==> src/rtl/alu_pkg.sv <==
// rtl/alu_pkg.sv - opcode constants, legal-opcode check and FSM encoding for alu_rr_scheduler
package alu_pkg;

  localparam logic [5:0] OP_ADD = 6'b100000;
  localparam logic [5:0] OP_SUB = 6'b100010;
  localparam logic [5:0] OP_AND = 6'b100100;
  localparam logic [5:0] OP_OR  = 6'b100101;
  localparam logic [5:0] OP_XOR = 6'b100110;
  localparam logic [5:0] OP_SRA = 6'b000011;
  localparam logic [5:0] OP_SRL = 6'b000010;
  localparam logic [5:0] OP_NOR = 6'b100111;

  typedef enum logic [1:0] {
    ST_IDLE = 2'd0,
    ST_EXEC = 2'd1,
    ST_RESP = 2'd2
  } state_e;

  function automatic logic is_legal_op(input logic [5:0] op);
    case (op)
      OP_ADD, OP_SUB, OP_AND, OP_OR,
      OP_XOR, OP_SRA, OP_SRL, OP_NOR: is_legal_op = 1'b1;
      default:                        is_legal_op = 1'b0;
    endcase
  endfunction

endpackage

==> src/rtl/rr_arbiter2.sv <==
// rtl/rr_arbiter2.sv - 2-way round-robin winner select; the pointer requester wins ties
module rr_arbiter2 (
  input  logic [1:0] i_valid,
  input  logic       i_ptr,
  output logic [1:0] o_grant,
  output logic       o_idx,
  output logic       o_any
);

  always_comb begin
    o_any   = |i_valid;
    o_idx   = i_valid[i_ptr] ? i_ptr : ~i_ptr;
    o_grant = o_any ? (o_idx ? 2'b10 : 2'b01) : 2'b00;
  end

endmodule

==> src/rtl/alu_rr_scheduler.sv <==
// rtl/alu_rr_scheduler.sv - shares one ALU between two requesters, round-robin, one transaction at a time
// Optional: ALU_SCHED_ILLEGAL_OP_CHECK_EN answers illegal opcodes directly with result 0 and o_err=1.
module alu_rr_scheduler
  import alu_pkg::*;
#(
  parameter int NB_DATA     = 8,
  parameter int NB_OPCODE   = 6,
  parameter int ALU_LATENCY = 0
) (
  input  logic                   i_clock,
  input  logic                   i_reset,
  input  logic [1:0]             i_req_valid,
  input  logic [2*NB_DATA-1:0]   i_req_data_a,
  input  logic [2*NB_DATA-1:0]   i_req_data_b,
  input  logic [2*NB_OPCODE-1:0] i_req_op,
  output logic [1:0]             o_req_ready,
  output logic [NB_DATA-1:0]     o_alu_data_a,
  output logic [NB_DATA-1:0]     o_alu_data_b,
  output logic [NB_OPCODE-1:0]   o_alu_op,
  input  logic [NB_DATA-1:0]     i_alu_result,
  output logic [1:0]             o_rsp_valid,
  output logic [NB_DATA-1:0]     o_rsp_result,
  input  logic [1:0]             i_rsp_ready,
  output logic                   o_busy,
  output logic                   o_err
);

  state_e               state_q, state_d;
  logic                 ptr_q, ptr_d;
  logic                 g_q, g_d;
  logic [3:0]           cnt_q, cnt_d;
  logic [NB_DATA-1:0]   a_q, a_d;
  logic [NB_DATA-1:0]   b_q, b_d;
  logic [NB_OPCODE-1:0] op_q, op_d;
  logic [NB_DATA-1:0]   res_q, res_d;
`ifdef ALU_SCHED_ILLEGAL_OP_CHECK_EN
  logic                 err_q, err_d;
`endif

  logic [1:0]           arb_grant;
  logic                 arb_idx;
  logic                 arb_any;
  logic [NB_OPCODE-1:0] sel_op;

  rr_arbiter2 u_arb (
    .i_valid (i_req_valid),
    .i_ptr   (ptr_q),
    .o_grant (arb_grant),
    .o_idx   (arb_idx),
    .o_any   (arb_any)
  );

  assign sel_op = arb_idx ? i_req_op[NB_OPCODE +: NB_OPCODE] : i_req_op[0 +: NB_OPCODE];

  always_ff @(posedge i_clock) begin
    if (i_reset) begin
      state_q <= ST_IDLE;
      ptr_q   <= 1'b0;
      g_q     <= 1'b0;
      cnt_q   <= '0;
      a_q     <= '0;
      b_q     <= '0;
      op_q    <= '0;
      res_q   <= '0;
`ifdef ALU_SCHED_ILLEGAL_OP_CHECK_EN
      err_q   <= 1'b0;
`endif
    end else begin
      state_q <= state_d;
      ptr_q   <= ptr_d;
      g_q     <= g_d;
      cnt_q   <= cnt_d;
      a_q     <= a_d;
      b_q     <= b_d;
      op_q    <= op_d;
      res_q   <= res_d;
`ifdef ALU_SCHED_ILLEGAL_OP_CHECK_EN
      err_q   <= err_d;
`endif
    end
  end

  always_comb begin
    state_d = state_q;
    ptr_d   = ptr_q;
    g_d     = g_q;
    cnt_d   = cnt_q;
    a_d     = a_q;
    b_d     = b_q;
    op_d    = op_q;
    res_d   = res_q;
`ifdef ALU_SCHED_ILLEGAL_OP_CHECK_EN
    err_d   = err_q;
`endif
    case (state_q)
      ST_IDLE: begin
        if (arb_any) begin
          a_d     = arb_idx ? i_req_data_a[NB_DATA +: NB_DATA] : i_req_data_a[0 +: NB_DATA];
          b_d     = arb_idx ? i_req_data_b[NB_DATA +: NB_DATA] : i_req_data_b[0 +: NB_DATA];
          op_d    = sel_op;
          g_d     = arb_idx;
          cnt_d   = 4'(ALU_LATENCY);
          state_d = ST_EXEC;
`ifdef ALU_SCHED_ILLEGAL_OP_CHECK_EN
          // Illegal opcodes never reach the ALU result path.
          if (!is_legal_op(6'(sel_op))) begin
            res_d   = '0;
            err_d   = 1'b1;
            state_d = ST_RESP;
          end else begin
            err_d   = 1'b0;
          end
`endif
        end
      end
      ST_EXEC: begin
        if (cnt_q != 4'd0) begin
          cnt_d = cnt_q - 4'd1;
        end else begin
          res_d   = i_alu_result;
          state_d = ST_RESP;
        end
      end
      ST_RESP: begin
        if (i_rsp_ready[g_q]) begin
          ptr_d   = ~g_q;
          state_d = ST_IDLE;
        end
      end
      default: state_d = ST_IDLE;
    endcase
  end

  always_comb begin
    o_req_ready  = (state_q == ST_IDLE) ? arb_grant : 2'b00;
    o_rsp_valid  = (state_q == ST_RESP) ? (g_q ? 2'b10 : 2'b01) : 2'b00;
    o_busy       = (state_q != ST_IDLE);
    o_alu_data_a = a_q;
    o_alu_data_b = b_q;
    o_alu_op     = op_q;
    o_rsp_result = res_q;
`ifdef ALU_SCHED_ILLEGAL_OP_CHECK_EN
    o_err        = err_q;
`else
    o_err        = 1'b0;
`endif
  end

endmodule

==> config.mk <==
export PLATFORM = sky130hd
export DESIGN_NAME = alu_rr_scheduler
export DESIGN_NICKNAME = d
export VERILOG_FILES = /design/src/rtl/alu_pkg.sv /design/src/rtl/rr_arbiter2.sv /design/src/rtl/alu_rr_scheduler.sv
export SDC_FILE = /design/constraint.sdc
export NUM_CORES = 1
export LEC_CHECK = 0
export ABC_CLOCK_PERIOD_IN_PS = 2000
export CORE_MARGIN = 4
export CORE_UTILIZATION = 40
export CTS_CLUSTER_SIZE = 28
export DETAILED_ROUTE_END_ITERATION = 12
export PLACE_DENSITY = 0.78
export REMOVE_ABC_BUFFERS = 1
export SLEW_MARGIN = 20
export SYNTH_ARGS = -nofsm -noshare
export SYNTH_HDL_FRONTEND = slang
export SYNTH_SLANG_ARGS = --single-unit
==> constraint.sdc <==
create_clock -name i_clock -period 2 [get_ports i_clock]
set_clock_uncertainty 0.2 [all_clocks]
set_input_delay 0.3 -clock i_clock [delete_from_list [all_inputs] [get_ports i_clock]]
set_output_delay 0.3 -clock i_clock [all_outputs]
set_load 0.05 [all_outputs]
==> results_dict.tcl, run 1 <==
set metrics [dict create \
    status "finished, final reports clean" \
    worstPathArrival_ps 1450 \
    clock_sinks 38 \
    initialDrtViolationCount 77 \
    r2r_end "o_rsp_result[7]$_SDFFE_PP0P_" \
    rrSetupSlack_ps 250 \
    grt_start_max_net_pins 38 \
    period_share_pct 97.4 \
    cts_tree "built" \
    syn_inst 226 \
    synthArstFlopShare_pct 0 \
    crit_path_cell_trace "clkdlybuf4s50_1 > or2_2 > a21oi_1 > buf_12" \
    nNetsFinal 374 \
    yosysUniqueCellTypes 30 \
    dieHeight_um 75.9 \
    synth_top_family_by_area "compound AO/OA/AOI/OAI gates" \
    sw_frac_of_total_pct 37.9 \
    placed_cell_area_sq_mm 0.00282 \
    path_clk_slew_ps 70 \
    slew_violations 0 \
    syn_avg_cell_area_sq_um 8.17 \
    max_stage_delay_ps 450 \
    grt_use_total_pct 18.4 \
    endpoint_kind "output pin" \
    worstSkewPairLatency_ps 280 \
    wl_per_cell_um 15.8 \
    vias 2061 \
    yosysTopAreaCell "dfxtp_1" \
    combinationalPowerShare_pct 40.9 \
    vias_per_cell 5.63 \
    p_seq_share_pct 38.3 \
    synth_common_cells "39 x a21oi_1, 38 x dfxtp_1, 32 x o21ai_0" \
    start_kind "input pin" \
    cts_htree_levels 2 \
    clockBufferDepth 2 \
    fill_cells 397 \
    wl_mm 5.78 \
    critPathKind "input pin to output pin" \
    drive_above_1_share_pct 15.3 \
    hp-class "register to register" \
    synth-xor-area-share_pct 0 \
    hold_slack_ps 273 \
    setup.worst_path.start "i_req_valid[0]" \
    yosys-top-cells-area "dfxtp_1 41%, a311oi_1 11%, a21oi_1 11%" \
    overflow 0 \
    finalHoldViolCount 0 \
    gp_congestion 0.800 \
    cts_setup_buffers 0 \
    drv_cap 0 \
    final_area_sq_mm 0.00291 \
    reg2regPathDepth 5 \
    start_util_pct 41.8 \
    clockRootBuffer "clkbuf_8" \
    grt_pass1_wl_mm 9.05 \
    synth_edf_count 0 \
    cp_max_fo 4 \
    cts_buffers 5 \
    ys_warn_count 0 \
    grt_pass1_vias 1945 \
    final_util_pct 65.9 \
    synth_area_sq_mm 0.00185 \
    rows 24 \
    rsz0062_at_grt "yes" \
    ys_seq_elements 38 \
    first_pass_iters 4 \
    ir_drop_v 0.000424 \
    diodes 0 \
    num_io_pins 94 \
    p_int_mw 1.46 \
    p_leak_nw 1.09 \
    synth-compound-area-share_pct 31.9 \
    ys_seq_area_share_pct 41.2 \
    io_buffers 92 \
    synthMuxAreaShare_pct 0.542 \
    dieWidth_um 75.9 \
    synth_top_area_share_pct 41.2 \
    cp_num_buf_inv 2 \
    cp_num_cells 4 \
    cp.required_ps 1500 \
    synth-simple-area-share_pct 17.8 \
    pwr-share-clk_pct 20.8 \
    synthAdderAreaFrac_pct 1.36 \
    fmax_mhz 513 \
    dpl.hpwl_mm 4.08 \
    ys.flop_type "dfxtp_1" \
    endpoint "o_req_ready[1]" \
    syn_to_final_growth_pct 57.7 \
    drc_errors 0 \
    switching_power_mw 0.889 \
    slew_headroom_pct 61.6 \
    core_sq_mm 0.00441 \
    slowest_stage "clkdlybuf4s50_1" \
    hold_buffers 0 \
    antenna_found_initial 0 \
    ant_nets 0 \
    yosysMostFrequentCell "a21oi_1" \
    rr_startpoint "cnt_q[0]$_SDFFE_PP0P_" \
    p_per_area_mw_per_mm2 806 \
    crit_family "buffers and inverters" \
    finalCriticalPeriod_ps 1950 \
    die_area_sq_mm 0.00576 \
    setup_viol 0 \
    worst_pin_slew_ps 575 \
]
## worst min-delay path: stages (launching register included)
cell and delay, ps:
dfxtp_1 310, o21ai_0 60, a21oi_1 60
## cells in the final DEF, fill, tap and decap left out, types with 2 or more instances in the layout
master and count:
nor2_1 2, clkbuf_8 5, or4_1 2, nand3b_1 2
a311oi_1 23, nor3b_1 2, nand2_1 5, buf_4 30
dfxtp_1 38, ha_1 2, nor2_4 2, or3_1 2
inv_1 4, o221ai_1 2, nand3_1 31, a21oi_1 39
buf_12 4, or2_2 2, clkdlybuf4s50_1 72, and3b_2 2
clkbuf_1 2, o21ai_0 32
## power groups by stage
| stage | Sequential (mW) | Combinational, mW | Clock [mW] |
|---|---|---|---|
| 2_1_floorplan | 1.17 | 0.290 | 0 |
| 3_3_place_gp | 0.912 | 0.949 | 0 |
| 3_5_place_dp | 0.913 | 0.960 | 0 |
| 4_1_cts | 0.898 | 0.963 | 0.498 |
| 5_1_grt | 0.908 | 1.02 | 0.520 |
| 6_report | 0.899 | 0.960 | 0.487 |
## sequential cells by signal (all words and copies together) (netlist names)
register	count
o_alu_op	6
o_rsp_result	8
cnt_q	4
ptr_q	1
g_q	1
o_alu_data_a	8
state_q	2
o_alu_data_b	8
## timing repair
action / CTS / global route
resized for setup: 1 / 1
pin swaps: 0 / 0
cloned: 0 / 0
endpoints found under the setup margin: 2 / 1
## logic make-up (layout without fill, tap and decap cells)
kind of cell    after synthesis  after routing
buf+inv                      29            117
flops                        38             38
fa+ha+maj                     2              2
simple gates                 57             57
mux                           1              1
compound gates               98             98
other cells                   1              1
## per-layer routing
metal  vias up  wire [um]  GRT usage [%]  share of wire [%]
li1       1025          -              -                  -
met1       949       2410           22.8                 42
met2        83       2780           30.7                 48
met3         4        572           6.87                9.9
met4         0         23           3.20               0.40
met5         -          0              0                  0
## final cells by class
| cell class | instances | area (sq um) | share of cell area, % |
|---|---|---|---|
| Sequential cell | 38 | 761 | 26.1 |
| Inverter | 4 | 15.0 | 0.516 |
| Multi-Input combinational cell | 159 | 967 | 33.2 |
| Tap cell | 52 | 65.1 | 2.24 |
| Clock buffer | 7 | 76.3 | 2.62 |
| Timing Repair Buffer | 106 | 1030 | 35.3 |
## through the flow
stage                     total power [mW]  instances  TNS (ps)  setup slack, ps
after CTS                             2.36        366         0             45.9
after detailed placement              1.87        359     -4080             -207
after global routing                  2.44        366         0            0.349
after global placement                1.86        359     -3170             -143
after floorplan                       1.46        201     -5010             -447
final                                 2.35        366         0             51.5
## how the worst min path moves through the flow
stage / startpoint / endpoint / slack (ps) / cells past startpoint
final: o_rsp_result[4]$_SDFFE_PP0P_ / o_rsp_result[4]$_SDFFE_PP0P_ / 270 / 2
after global routing: o_rsp_result[5]$_SDFFE_PP0P_ / o_rsp_result[5]$_SDFFE_PP0P_ / 300 / 2
after floorplan: i_reset / cnt_q[0]$_SDFFE_PP0P_ / 170 / 1
after global placement: o_rsp_result[0]$_SDFFE_PP0P_ / o_rsp_result[0]$_SDFFE_PP0P_ / 260 / 2
after CTS: o_rsp_result[4]$_SDFFE_PP0P_ / o_rsp_result[4]$_SDFFE_PP0P_ / 280 / 2
after detailed placement: o_rsp_result[4]$_SDFFE_PP0P_ / o_rsp_result[4]$_SDFFE_PP0P_ / 270 / 2
No activity file was read; power rests on OpenSTA's default activity.
==> run 2: changes to the inputs <==
--- a/config.mk
+++ b/config.mk
@@ -6,10 +6,12 @@
 export NUM_CORES = 1
 export LEC_CHECK = 0
 export ABC_CLOCK_PERIOD_IN_PS = 2000
+export CAP_MARGIN = 40
 export CORE_MARGIN = 4
 export CORE_UTILIZATION = 40
 export CTS_CLUSTER_SIZE = 28
 export DETAILED_ROUTE_END_ITERATION = 12
+export HOLD_SLACK_MARGIN = 0.06
 export PLACE_DENSITY = 0.78
 export REMOVE_ABC_BUFFERS = 1
 export SLEW_MARGIN = 20
==> run 2 against run 1 <==
Compared with the run above: via count barely moved; highest routed layer unchanged; fmax fell by 1.2%; worst setup slack got worse by 24 ps; largest cell class unchanged; sequential power barely moved; sequential share of layout area fell by 0.23 points.
==> results_dict.tcl, run 2 (synthesis results as in run 1) <==
set metrics [dict create \
    status "finished, final reports clean" \
    drc_errors 0 \
    vias_per_cell 5.60 \
    gp_congestion 0.800 \
    first_pass_iters 4 \
    rrSetupSlack_ps 240 \
    worst_pin_slew_ps 502 \
    initialDrtViolationCount 74 \
    hold_slack_ps 276 \
    ir_drop_v 0.000423 \
    num_io_pins 94 \
    rows 24 \
    finalHoldViolCount 0 \
    final_area_sq_mm 0.00294 \
    rsz0062_at_grt "yes" \
    grt_pass1_vias 1946 \
    grt_use_total_pct 18.6 \
    antenna_found_initial 0 \
    power_mw 2.41 \
    p_per_area_mw_per_mm2 822 \
    grt_pass1_wl_mm 9.05 \
    ant_nets 0 \
    ff_latch_area_sq_um 761 \
    rr_startpoint "state_q[1]$_SDFFE_PP0P_" \
    slew_violations 0 \
    final_cell_mix "71 x clkdlybuf4s50_1, 38 x a21oi_1, 38 x dfxtp_1, 32 x o21ai_0, 31 x nand3_1" \
    finalCriticalPeriod_ps 1970 \
    overflow 0 \
    io_buffers 92 \
    cp_max_fo 4 \
    fmax_mhz 507 \
    dpl.hpwl_mm 4.15 \
    drive_above_1_share_pct 16.5 \
    hp-class "register to register" \
    p_leak_nw 1.12 \
    cts_htree_levels 2 \
    reg2regPathDepth 5 \
    wl_mm 5.78 \
    syn_to_final_growth_pct 59.1 \
    final_util_pct 66.5 \
    die_area_sq_mm 0.00576 \
    slew_headroom_pct 66.5 \
    worst_slack_ps 27.6 \
    wl_per_cell_um 15.7 \
    nNetsFinal 375 \
    start_kind "input pin" \
    clockRootBuffer "clkbuf_8" \
    clock_sinks 38 \
    dieHeight_um 75.9 \
    period_share_pct 98.6 \
    cp.required_ps 1500 \
    endpoint_kind "output pin" \
    grt_start_max_net_pins 38 \
    placed_cell_area_sq_mm 0.00284 \
    setup_viol 0 \
    start_util_pct 41.8 \
    place_ws_ps 16.8 \
    worstPathArrival_ps 1470 \
    multi_input_area_sq_um 961 \
    endpoint "o_req_ready[0]" \
    setup.worst_path.start "i_req_valid[0]" \
    hold_buffers 0 \
    place_inst 360 \
    path_clk_slew_ps 70 \
    core_sq_mm 0.00441 \
    cts_tree "built" \
    dieWidth_um 75.9 \
    vias 2060 \
    worstSkewPairLatency_ps 290 \
    diodes 0 \
    drv_cap 0 \
    r2r_end "o_alu_data_b[7]$_SDFFE_PP0P_" \
    clockBufferDepth 2 \
    critPathKind "input pin to output pin" \
    stdcell_count 368 \
    cts_buffers 5 \
    tns_ps 0 \
    fill_cells 381 \
    final_common_cell "clkdlybuf4s50_1" \
]
[run 2: worst min-delay path by stage]
stage	cells after the start	startpoint	endpoint	slack [ps]
finish	2	o_rsp_result[4]$_SDFFE_PP0P_	o_rsp_result[4]$_SDFFE_PP0P_	280
global route	2	o_rsp_result[5]$_SDFFE_PP0P_	o_rsp_result[5]$_SDFFE_PP0P_	300
floorplan	1	i_reset	cnt_q[0]$_SDFFE_PP0P_	170
detailed placement	2	o_rsp_result[4]$_SDFFE_PP0P_	o_rsp_result[4]$_SDFFE_PP0P_	270
global placement	2	o_rsp_result[0]$_SDFFE_PP0P_	o_rsp_result[0]$_SDFFE_PP0P_	260
CTS	2	o_rsp_result[4]$_SDFFE_PP0P_	o_rsp_result[4]$_SDFFE_PP0P_	280
[run 2: report_power, final]
part	switching [mW]	total [mW]	internal (mW)
combinational	0.585	0.962	0.377
sequential	0.0568	0.900	0.843
clock	0.275	0.552	0.277
[run 2: timing repair]
action                                  4_1_cts  5_1_grt
gates resized for setup                       0        2
hold endpoints to repair                      0        0
endpoints found under the setup margin        0        2
buffers inserted                              0        0
[run 2: routing by layer]
layer  global-route usage [%]  share of wire (%)
met5                        0                  0
met4                     5.34                1.1
met3                     7.11                9.9
met2                     30.7                 47
met1                     22.3                 42
[run 2: area by class of cell]
cell class              count  area share, %
repair buffers            107           35.4
multi-input cells         159           32.7
flip-flops and latches     38           25.9
clock buffers               6           2.81
well taps                  52           2.22
inverters                   4          0.511
clock inverters             2          0.426
[run 2: critical path, cell delays in order]
cell	delay (ps)
clkdlybuf4s50_1	450
or2_2	320
nand2_1	140
nor3_1	60
buf_4	200
==> run 3: changes to the inputs <==
--- a/config.mk
+++ b/config.mk
@@ -5,14 +5,15 @@
 export SDC_FILE = /design/constraint.sdc
 export NUM_CORES = 1
 export LEC_CHECK = 0
-export ABC_CLOCK_PERIOD_IN_PS = 2000
+export ABC_CLOCK_PERIOD_IN_PS = 1800
 export CAP_MARGIN = 40
 export CORE_MARGIN = 4
-export CORE_UTILIZATION = 40
+export CORE_UTILIZATION = 37
+export CTS_BUF_LIST = sky130_fd_sc_hd__clkbuf_4 sky130_fd_sc_hd__clkbuf_8
 export CTS_CLUSTER_SIZE = 28
 export DETAILED_ROUTE_END_ITERATION = 12
 export HOLD_SLACK_MARGIN = 0.06
-export PLACE_DENSITY = 0.78
+export PLACE_DENSITY = 0.76
 export REMOVE_ABC_BUFFERS = 1
 export SLEW_MARGIN = 20
 export SYNTH_ARGS = -nofsm -noshare
==> constraint.sdc (replaced) <==
create_clock -name i_clock -period 1.8 [get_ports i_clock]
set_clock_uncertainty 0.2 [all_clocks]
set_input_delay 0.27 -clock i_clock [delete_from_list [all_inputs] [get_ports i_clock]]
set_output_delay 0.27 -clock i_clock [all_outputs]
set_load 0.05 [all_outputs]
==> run 3 against run 2 <==
Compared with the run above: worst hold slack gained 4.8 ps; core utilization is 3.8 points lower; global-route usage grew 0.47 points; register-to-register slack worse by 110 ps; sequential share of layout area is 0.52 points lower; die area grew 7.2%; wire length is 3.5% higher; final area up 2.2%; clock-buffer cell count unchanged; total power up 11%; highest routed layer unchanged.
==> results_dict.tcl, run 3 (synthesis results as in run 1) <==
set metrics [dict create \
    hold_depth 2 \
    dpl.hpwl_mm 4.28 \
    gp_congestion 0.792 \
    fill_cells 431 \
    finalCriticalPeriod_ps 1740 \
    endpoint_kind "output pin" \
    worst_slack_ps 64.4 \
    clockBufferDepth 2 \
    critPathKind "register to output pin" \
    start_kind "register" \
    vias_per_cell 5.49 \
    slew_violations 0 \
    cts_htree_levels 2 \
    cts_tree "built" \
    num_io_pins 94 \
    worstSkewPairLatency_ps 290 \
    ant_nets 0 \
    dieWidth_um 78.6 \
    clockRootBuffer "clkbuf_8" \
    fmax_mhz 576 \
    wl_per_cell_um 15.4 \
    rrSetupSlack_ps 130 \
    die_area_sq_mm 0.00618 \
    setup_viol 0 \
    overflow 0 \
    diodes 0 \
    multi_input_area_sq_mm 0.00100 \
    place_ws_ps -204 \
    final_cell_mix "55 x clkdlybuf4s50_1, 50 x buf_4, 38 x a21oi_1, 37 x dfxtp_1, 32 x o21ai_0" \
    reg2regPathDepth 5 \
    drive_above_1_share_pct 23.8 \
    cp_max_fo 3 \
    rsz0062_at_grt "no" \
    nNetsFinal 381 \
    cts_buffers 5 \
    power_mw 2.68 \
    grt_pass1_vias 2021 \
    ir_drop_v 0.000455 \
    start_util_pct 38.6 \
    drv_cap 0 \
    grt_pass1_wl_mm 9.36 \
    dieHeight_um 78.6 \
    syn_to_final_growth_pct 62.6 \
    finalHoldViolCount 0 \
    placed_cell_area_sq_mm 0.00286 \
    path_clk_slew_ps 70 \
    ff_latch_area_sq_um 762 \
    grt_start_max_net_pins 38 \
    core_sq_mm 0.00479 \
    final_util_pct 62.7 \
    vias 2123 \
    clock_sinks 38 \
    io_buffers 92 \
    wl_mm 5.98 \
    rows 25 \
    hp-class "register to register" \
    final_area_sq_mm 0.00300 \
    first_pass_iters 4 \
    cp.required_ps 1330 \
    final_common_cell "clkdlybuf4s50_1" \
    initialDrtViolationCount 95 \
    period_share_pct 96.4 \
    status "finished, final reports clean" \
    p_leak_nw 1.18 \
    antenna_found_initial 0 \
    p_per_area_mw_per_mm2 893 \
    grt_use_total_pct 19.1 \
    drc_errors 0 \
    worstPathArrival_ps 1270 \
]
-- run 3: cell types whose count changed in the layout (fill, tap and decap cells not counted), sizes merged --
cell	change
buf	+21
clkdlybuf4s50	-16
clkinv	-1
clkinvlp	-1
dlygate4sd2	+1
-- run 3: repair_timing --
item | CTS | global route
buffers inserted | 1 | 0
pin swaps | 2 | 0
resized for setup | 10 | 5
hold buffers | 0 | 0
setup endpoints to repair | 3 | 14
-- run 3: final cells by class --
class                      count  area share, %
timing repair buffer         113           35.1
inverter                       4          0.500
multi-input combinational    159           33.5
sequential                    38           25.4
clock buffer                   6           2.75
tap                           67           2.79
-- run 3: path summary, 6_finish.rpt --
kind / from / end
worst min register to register: o_rsp_result[0]$_SDFFE_PP0P_ / o_rsp_result[0]$_SDFFE_PP0P_
worst min-delay path: o_rsp_result[0]$_SDFFE_PP0P_ / o_rsp_result[0]$_SDFFE_PP0P_
worst max register to register: cnt_q[0]$_SDFFE_PP0P_ / cnt_q[3]$_SDFFE_PP0P_
worst max-delay path: state_q[0]$_SDFFE_PP0P_ / o_req_ready[0]
-- run 3: where the power goes --
part / switching [mW] / internal [mW] / leakage [nW]
Combinational: 0.677 / 0.436 / 0.818
Clock: 0.277 / 0.295 / 0.0431
Sequential: 0.0599 / 0.938 / 0.314
-- run 3: per-stage QoR --
stage | hold WS [ps] | std cells | TNS (ps)
floorplan | 139 | 201 | -10890
CTS | 278 | 387 | 0
finish | 281 | 387 | 0
global placement | 262 | 379 | -7400
detailed placement | 268 | 380 | -4080
global route | 296 | 387 | 0
-- run 3: metal layers --
metal	global-route usage, %	wire length (um)	vias to the layer above	share of wire, %
met4	7.69	98	0	1.6
met3	7.91	635	10	11
li1	-	-	1034	-
met5	0	0	-	0
met2	32.3	2860	84	48
met1	21.0	2390	995	40
-- run 3: worst max-delay path, cell delays in order, from the launching register on --
cell and delay [ps]:
dfxtp_1 330, nor2_4 120, buf_4 140, nand2_4 70, nor3_4 130, buf_6 180
